**config.mk**
```make
export PLATFORM = sky130hd
export DESIGN_NAME = neuron_layer_sequencer_flat
export DESIGN_NICKNAME = d
export VERILOG_FILES = /design/src/rtl/neuron_layer_sequencer_if.sv /design/src/rtl/neuron_layer_sequencer.sv /design/src/flat_wrapper.sv
export SDC_FILE = /design/constraint.sdc
export NUM_CORES = 1
export LEC_CHECK = 0
export ABC_AREA = 1
export CORE_MARGIN = 4
export CORE_UTILIZATION = 26
export CTS_CLUSTER_DIAMETER = 150
export DETAILED_ROUTE_END_ITERATION = 8
export GPL_TIMING_DRIVEN = 0
export PLACE_DENSITY_LB_ADDON = 0.15
export SLEW_MARGIN = 40
export SYNTH_ARGS = -nofsm -noshare
export SYNTH_HDL_FRONTEND = slang
export SYNTH_SLANG_ARGS = --single-unit
```
**constraint.sdc**
```tcl
create_clock -name clk -period 1.3 [get_ports clk]
set_clock_uncertainty 0.15 [all_clocks]
set_input_delay 0.325 -clock clk [delete_from_list [all_inputs] [get_ports clk]]
set_output_delay 0.325 -clock clk [all_outputs]
set_load 0.02 [all_outputs]
```
**src/rtl/neuron_layer_sequencer_if.sv**
```systemverilog
// ---------------------------------------------------------------------------
// neuron_layer_sequencer_if
// Bundle between the layer sequencer and its environment: the network
// controller (start/busy/done/err), the weight and input memories, the
// shared MAC neuron, and the output buffer.
//
//   master : the sequencer
//   slave  : controller + memories + neuron + output buffer
//
// Signals (direction seen from master):
//   start      in   begin a layer evaluation
//   busy       out  layer in progress
//   done       out  one-cycle pulse after the last output write
//   err        out  sticky: neuron not ready when its result was captured
//   w_addr     out  weight address j*K+i (memory has 1-cycle read latency)
//   w_data     in   weight read data
//   x_addr     out  input address i (memory has 1-cycle read latency)
//   x_data     in   input read data
//   rd_en      out  read strobe for both memories
//   nrn_rst    out  neuron clear
//   nrn_valid  out  neuron input-pair strobe
//   nrn_w      out  neuron weight operand (pass-through of w_data)
//   nrn_x      out  neuron input operand (pass-through of x_data)
//   nrn_out    in   neuron accumulator value
//   nrn_ready  in   neuron result ready
//   y_we       out  output buffer write enable
//   y_addr     out  output index j
//   y_data     out  activated result
// ---------------------------------------------------------------------------
interface neuron_layer_sequencer_if #(
  parameter int N = 10,
  parameter int K = 4,
  parameter int M = 3
);
  localparam int WAW = (M * K > 1) ? $clog2(M * K) : 1;
  localparam int XAW = (K > 1) ? $clog2(K) : 1;
  localparam int YAW = (M > 1) ? $clog2(M) : 1;

  logic           start;
  logic           busy;
  logic           done;
  logic           err;
  logic [WAW-1:0] w_addr;
  logic [N-1:0]   w_data;
  logic [XAW-1:0] x_addr;
  logic [N-1:0]   x_data;
  logic           rd_en;
  logic           nrn_rst;
  logic           nrn_valid;
  logic [N-1:0]   nrn_w;
  logic [N-1:0]   nrn_x;
  logic [N-1:0]   nrn_out;
  logic           nrn_ready;
  logic           y_we;
  logic [YAW-1:0] y_addr;
  logic [N-1:0]   y_data;

  modport master (
    input  start, w_data, x_data, nrn_out, nrn_ready,
    output busy, done, err, w_addr, x_addr, rd_en,
           nrn_rst, nrn_valid, nrn_w, nrn_x, y_we, y_addr, y_data
  );

  modport slave (
    output start, w_data, x_data, nrn_out, nrn_ready,
    input  busy, done, err, w_addr, x_addr, rd_en,
           nrn_rst, nrn_valid, nrn_w, nrn_x, y_we, y_addr, y_data
  );
endinterface

```
**src/rtl/neuron_layer_sequencer.sv**
```systemverilog
// ---------------------------------------------------------------------------
// neuron_layer_sequencer
// Time-multiplexes one MAC neuron over a fully-connected layer of M neurons
// with K inputs each. Per neuron j: clear the neuron, stream K weight/input
// pairs (read strobe one cycle ahead of the neuron strobe to cover the
// memories' read latency), capture the accumulated result, optionally clamp
// negatives to zero, and write it to the output buffer at index j.
//
// Ports:
//   clk  in  clock, rising edge
//   rst  in  synchronous active-high reset; aborts a layer in progress
//   bus  master side of neuron_layer_sequencer_if (controller, memories,
//        neuron and output buffer signals)
//
// Parameters: N data width, Q fractional bits (the neuron does the shift),
// K inputs per neuron, M neurons per layer, RELU clamp enable.
// ---------------------------------------------------------------------------
module neuron_layer_sequencer #(
  parameter int N    = 10,
  parameter int Q    = 9,
  parameter int K    = 4,
  parameter int M    = 3,
  parameter int RELU = 1
) (
  input  logic                      clk,
  input  logic                      rst,
  neuron_layer_sequencer_if.master  bus
);
  localparam int WAW = (M * K > 1) ? $clog2(M * K) : 1;
  localparam int XAW = (K > 1) ? $clog2(K) : 1;
  localparam int YAW = (M > 1) ? $clog2(M) : 1;

  if (K < 1 || M < 1 || Q < 0 || Q >= N) begin : g_param_check
    $error("neuron_layer_sequencer: illegal parameter combination");
  end

  typedef enum logic [2:0] {
    S_IDLE,
    S_CLEAR,
    S_ISSUE,
    S_WAIT,
    S_CAPTURE,
    S_DONE
  } state_t;

  state_t         r_state;
  state_t         w_next_state;
  logic [YAW-1:0] r_j;          // neuron index
  logic [XAW-1:0] r_i;          // input index within the neuron
  logic           r_err;
  logic           r_nrn_valid;  // rd_en delayed to line up with read data
  logic           w_rd_en;

  // Operands go straight from the memories to the neuron.
  assign bus.nrn_w = bus.w_data;
  assign bus.nrn_x = bus.x_data;

  // -------------------------------------------------------------------------
  // State register
  // -------------------------------------------------------------------------
  // NOTE: clocked state uses non-blocking assignments so every register
  // samples pre-edge values, independent of process ordering.
  always_ff @(posedge clk) begin
    if (rst) r_state <= S_IDLE;
    else     r_state <= w_next_state;
  end

  // -------------------------------------------------------------------------
  // Next-state logic
  // -------------------------------------------------------------------------
  always_comb begin
    w_next_state = r_state;
    case (r_state)
      S_IDLE:    if (bus.start) w_next_state = S_CLEAR;
      S_CLEAR:   w_next_state = (K > 1) ? S_ISSUE : S_WAIT;
      S_ISSUE:   if (r_i == XAW'(K - 1)) w_next_state = S_WAIT;
      S_WAIT:    w_next_state = S_CAPTURE;
      S_CAPTURE: w_next_state = (r_j == YAW'(M - 1)) ? S_DONE : S_CLEAR;
      S_DONE:    w_next_state = S_IDLE;
      default:   w_next_state = S_IDLE;
    endcase
  end

  // -------------------------------------------------------------------------
  // Counters, sticky error and the neuron strobe
  // -------------------------------------------------------------------------
  always_ff @(posedge clk) begin
    if (rst) begin
      r_j         <= '0;
      r_i         <= '0;
      r_err       <= 1'b0;
      r_nrn_valid <= 1'b0;
    end else begin
      r_nrn_valid <= w_rd_en;
      case (r_state)
        S_IDLE: begin
          if (bus.start) begin
            r_j   <= '0;
            r_err <= 1'b0;
          end
        end
        S_CLEAR: r_i <= XAW'(1);
        S_ISSUE: r_i <= r_i + 1'b1;
        S_CAPTURE: begin
          // The result is written regardless; err only records that the
          // neuron had not flagged it as valid.
          if (!bus.nrn_ready)       r_err <= 1'b1;
          if (r_j != YAW'(M - 1))   r_j   <= r_j + 1'b1;
        end
        default: ;
      endcase
    end
  end

  // -------------------------------------------------------------------------
  // Output logic (Moore, plus the ReLU on the captured value). Everything
  // except nrn_rst is forced low while rst is high so the neuron stays
  // cleared and nothing downstream sees a stray strobe.
  // -------------------------------------------------------------------------
  // NOTE: every signal driven here gets a default before the case, so no
  // path leaves it unassigned and no latch is inferred.
  always_comb begin
    w_rd_en       = 1'b0;
    bus.busy      = 1'b0;
    bus.done      = 1'b0;
    bus.err       = 1'b0;
    bus.nrn_valid = 1'b0;
    bus.nrn_rst   = rst;
    bus.w_addr    = '0;
    bus.x_addr    = '0;
    bus.y_we      = 1'b0;
    bus.y_addr    = '0;
    bus.y_data    = '0;
    if (!rst) begin
      bus.busy      = (r_state != S_IDLE);
      bus.err       = r_err;
      bus.nrn_valid = r_nrn_valid;
      case (r_state)
        S_CLEAR: begin
          // Pair 0 is fetched while the neuron is being cleared; its data
          // arrives together with the first nrn_valid.
          bus.nrn_rst = 1'b1;
          w_rd_en     = 1'b1;
          bus.w_addr  = WAW'(int'(r_j) * K);
        end
        S_ISSUE: begin
          w_rd_en    = 1'b1;
          bus.w_addr = WAW'(int'(r_j) * K + int'(r_i));
          bus.x_addr = r_i;
        end
        S_CAPTURE: begin
          bus.y_we   = 1'b1;
          bus.y_addr = r_j;
          bus.y_data = (RELU != 0 && bus.nrn_out[N-1]) ? '0 : bus.nrn_out;
        end
        S_DONE:  bus.done = 1'b1;
        default: ;
      endcase
    end
    bus.rd_en = w_rd_en;
  end

endmodule

```
**src/flat_wrapper.sv**
```systemverilog
// flat-port wrapper written by rule: the top's interface ports become plain ports
module neuron_layer_sequencer_flat 
#(
  parameter int N    = 10,
  parameter int Q    = 9,
  parameter int K    = 4,
  parameter int M    = 3,
  parameter int RELU = 1
)
  (clk, rst, bus_start, bus_w_data, bus_x_data, bus_nrn_out, bus_nrn_ready, bus_busy, bus_done, bus_err, bus_w_addr, bus_x_addr, bus_rd_en, bus_nrn_rst, bus_nrn_valid, bus_nrn_w, bus_nrn_x, bus_y_we, bus_y_addr, bus_y_data);
  neuron_layer_sequencer_if #(.N(N), .K(K), .M(M)) bus_i ();
  input  logic clk;
  input  logic rst;
  input wire logic [$bits(bus_i.start)-1:0] bus_start;
  input wire logic [$bits(bus_i.w_data)-1:0] bus_w_data;
  input wire logic [$bits(bus_i.x_data)-1:0] bus_x_data;
  input wire logic [$bits(bus_i.nrn_out)-1:0] bus_nrn_out;
  input wire logic [$bits(bus_i.nrn_ready)-1:0] bus_nrn_ready;
  output wire logic [$bits(bus_i.busy)-1:0] bus_busy;
  output wire logic [$bits(bus_i.done)-1:0] bus_done;
  output wire logic [$bits(bus_i.err)-1:0] bus_err;
  output wire logic [$bits(bus_i.w_addr)-1:0] bus_w_addr;
  output wire logic [$bits(bus_i.x_addr)-1:0] bus_x_addr;
  output wire logic [$bits(bus_i.rd_en)-1:0] bus_rd_en;
  output wire logic [$bits(bus_i.nrn_rst)-1:0] bus_nrn_rst;
  output wire logic [$bits(bus_i.nrn_valid)-1:0] bus_nrn_valid;
  output wire logic [$bits(bus_i.nrn_w)-1:0] bus_nrn_w;
  output wire logic [$bits(bus_i.nrn_x)-1:0] bus_nrn_x;
  output wire logic [$bits(bus_i.y_we)-1:0] bus_y_we;
  output wire logic [$bits(bus_i.y_addr)-1:0] bus_y_addr;
  output wire logic [$bits(bus_i.y_data)-1:0] bus_y_data;
  assign bus_i.start = bus_start;
  assign bus_i.w_data = bus_w_data;
  assign bus_i.x_data = bus_x_data;
  assign bus_i.nrn_out = bus_nrn_out;
  assign bus_i.nrn_ready = bus_nrn_ready;
  assign bus_busy = bus_i.busy;
  assign bus_done = bus_i.done;
  assign bus_err = bus_i.err;
  assign bus_w_addr = bus_i.w_addr;
  assign bus_x_addr = bus_i.x_addr;
  assign bus_rd_en = bus_i.rd_en;
  assign bus_nrn_rst = bus_i.nrn_rst;
  assign bus_nrn_valid = bus_i.nrn_valid;
  assign bus_nrn_w = bus_i.nrn_w;
  assign bus_nrn_x = bus_i.nrn_x;
  assign bus_y_we = bus_i.y_we;
  assign bus_y_addr = bus_i.y_addr;
  assign bus_y_data = bus_i.y_data;
  neuron_layer_sequencer #(.N(N), .Q(Q), .K(K), .M(M), .RELU(RELU)) u_core (.clk(clk), .rst(rst), .bus(bus_i));
endmodule
```
==> impl_metrics.yaml <==
status:
  status: "finished, violations left"
  violations: "setup timing"
power:
  p_per_area_mw_per_mm2: 668.1
  p_leak_nw: 0.7916
  vdd_drop_max_uv: 348.6
clocking:
  clk_pin_slew_ns: 0.06
  htreeDepth: 1
  cts_hold_buf: 0
  clkSinkCount: 9
  root_buffer: "clkbuf_4"
  cts_buffer_depth: 2
  cts_made_buffers: 3
  insertion_delay_ns: 0.27
  cts_tree: "built"
logic_synthesis:
  synth_compound_area_frac: 0.06740
  yosys.area_share.simple: 0.3589
  synth_top_family_by_area: "simple AND/OR/NAND/NOR gates"
  synth_fa_ha_area_frac: 0.03135
  synth_warnings: 0
  synth_top_area_share: 0.2257
  yosys.area_share.xor_xnor: 0
  synth.cell_area_um2: 798.3
  synthDistinctLibCells: 23
  synthMuxAreaShare: 0
  yosysSeqAreaShare: 0.2257
  synthCells: 116
  syn_avg_cell_area_um2: 6.882
  synth.largest_area_cell: "dfxtp_1"
  synth_area_leaders: "dfxtp_1 (23%), buf_4 (22%), nand2_2 (7.8%)"
  syn_nets: 152
  ys_ff_latch: 9
place:
  post_dp_cell_area_mm2: 0.001539
  place_hpwl_mm: 2.066
  post-place-ws_ns: -1.358
  globalplace.congestion: 0.7397
  portBuffers: 56
grt:
  grt_pass1_vias: 1009
  gr-total-overflow: 0
  grt_pass1_wl_mm: 4.264
  grt_max_degree: 11
  antenna_found_initial: 0
  grt_usage: 0.1320
layout:
  stdcell_area_mm2: 0.001714
  n_antenna_cell: 0
  final_cell_mix: "buf_4 (46), dlygate4sd2_1 (20), nor2_4 (16), buf_6 (16), nand2_2 (13)"
  fin_nets: 230
  drive_above_1_share: 0.6166
  layout_commonest_cell: "buf_4"
  areaGrowthSynthToFinish_pct: 114.7
  finish.utilization: 0.6009
floorplanning:
  core_area_mm2: 0.002853
  ios: 79
  initial_core_util: 0.2798
  die_w_um: 63.41
  die_area_mm2: 0.004021
  fp-row-count: 19
  die_h_um: 63.41
timing:
  period_needed_ns: 1.848
  layout_setup_ws_ns: -0.5478
  rsz0062_at_grt: "true"
  setup_viol: 25
  report.final.slew_viol_count: 0
  hold_violations: 0
  fmax_mhz: 541.2
  final.period_utilization: 1.421
worst_setup_path:
  crit_chain: "nor2_4 -> nand2_2 -> nor2_4 -> buf_12 -> nand2_2 -> nor2_4 -> buf_4"
  crit_arrival_ns: 1.37
  cp-start-kind: "register"
  cpMaxStageDelayCell: "dfxtp_2"
  startpoint: "u_core.r_state[0]"
  cpMostUsedCell: "nor2_4"
  criticalPathCategory: "reg2out"
  required_ns: 0.82
  r2r_start: "u_core.r_state[0]"
  path_max_fanout: 10
  cp_slowest_stage_delay_ns: 0.35
  endpoint_kind: "output pin"
job:
  maxCapViolCount: 0
detailed_routing:
  drtIter0Drc: 14
  drt_first_pass_iters: 4
  routed_wirelength_mm: 2.677
  final_antenna_net_count: 0
  drt-wirelength-per-cell_um: 11.95
  via_per_inst: 4.464
  drc: 0
  vias: 1000
hold_path:
  min_from: "rst"
  hold_class: "in2reg"
-- layout make-up --
| cell class | count | area (um^2) |
|---|---|---|
| buffer | 26 | 230.2 |
| clock buffer | 4 | 26.28 |
| fill | 273 | 1139 |
| inverter | 13 | 53.80 |
| multi-input combinational | 68 | 513.0 |
| sequential | 9 | 191.4 |
| tap | 31 | 38.79 |
| timing repair buffer | 73 | 660.6 |
-- sequential cells by signal, indices dropped and copies added, names as in the netlist --
signal,count
u_core.r_state,3
u_core.r_nrn_valid,1
u_core.r_i,2
u_core.r_err,1
u_core.r_j,2
-- final timing paths --
check / endpoint / slack, ns / cells past startpoint
max: bus_y_data[6] / -0.55 / 7
min reg2reg: u_core.r_j[0] / 0.35 / 2
max reg2reg: u_core.r_j[0] / -0.07 / 8
min: u_core.r_j[1] / 0.27 / 4
-- cells by family (layout without fill, tap and decap cells) --
family | Yosys count | after routing
and+or+nand+nor | 55 | 55
buffers and inverters | 39 | 116
AOI/OAI and AO/OA | 10 | 10
DFF | 9 | 9
adders and majority gates | 2 | 2
other | 1 | 1
-- report_power, final --
group / switching (mW) / internal (mW) / total, mW
logic: 0.307 / 0.270 / 0.577
clock network: 0.107 / 0.119 / 0.226
registers: 0.0323 / 0.310 / 0.342
total: 0.446 / 0.699 / 1.15
-- metal layers --
metal,up-vias,share of wire,track usage
met5,-,0,0
met4,0,0.023,0.07547
met3,5,0.077,0.03197
li1,489,-,-
met2,54,0.52,0.2386
met1,452,0.38,0.1375
-- stage by stage --
step | total power, mW | cells | hold WS (ns) | TNS, ns
after CTS | 1.134 | 216 | 0.2299 | -10.53
after floorplan | 0.6688 | 116 | 0.2905 | -2.847
after detailed placement | 0.8544 | 203 | 0.3419 | -35.82
after global placement | 0.8459 | 203 | 0.3131 | -35.79
final | 1.145 | 224 | 0.2662 | -10.19
after global routing | 1.223 | 224 | 0.2903 | -11.87
-- cell usage after synthesis --
cell      count
nor2_2        9
o21ai_1       2
inv_2         2
o22ai_1       1
buf_4        23
a21oi_1       4
dfxtp_1       9
buf_1         1
ha_1          2
clkbuf_1      1
nor3_1        3
nand2_2      10
inv_1        11
o211ai_1      1
buf_12        1
nand3_2       1
o21ai_0       2
nor2_1       12
conb_1        1
nor4_1        1
nor2_4        2
nand3_1       4
nand2_1      13
-- what timing repair did --
action	in CTS	in global routing
setup buffers	9	9
pin swaps	6	5
resized for setup	171	7
hold endpoints to repair	0	0
setup endpoints to repair	53	29
-- critical path, delay by kind of cell, from the launching register on --
kind	cells	cell delay (ns)
flops	1	0.35
simple gates	5	0.46
buf+inv	2	0.29
Note: power is estimated with default switching activity, not from simulation.
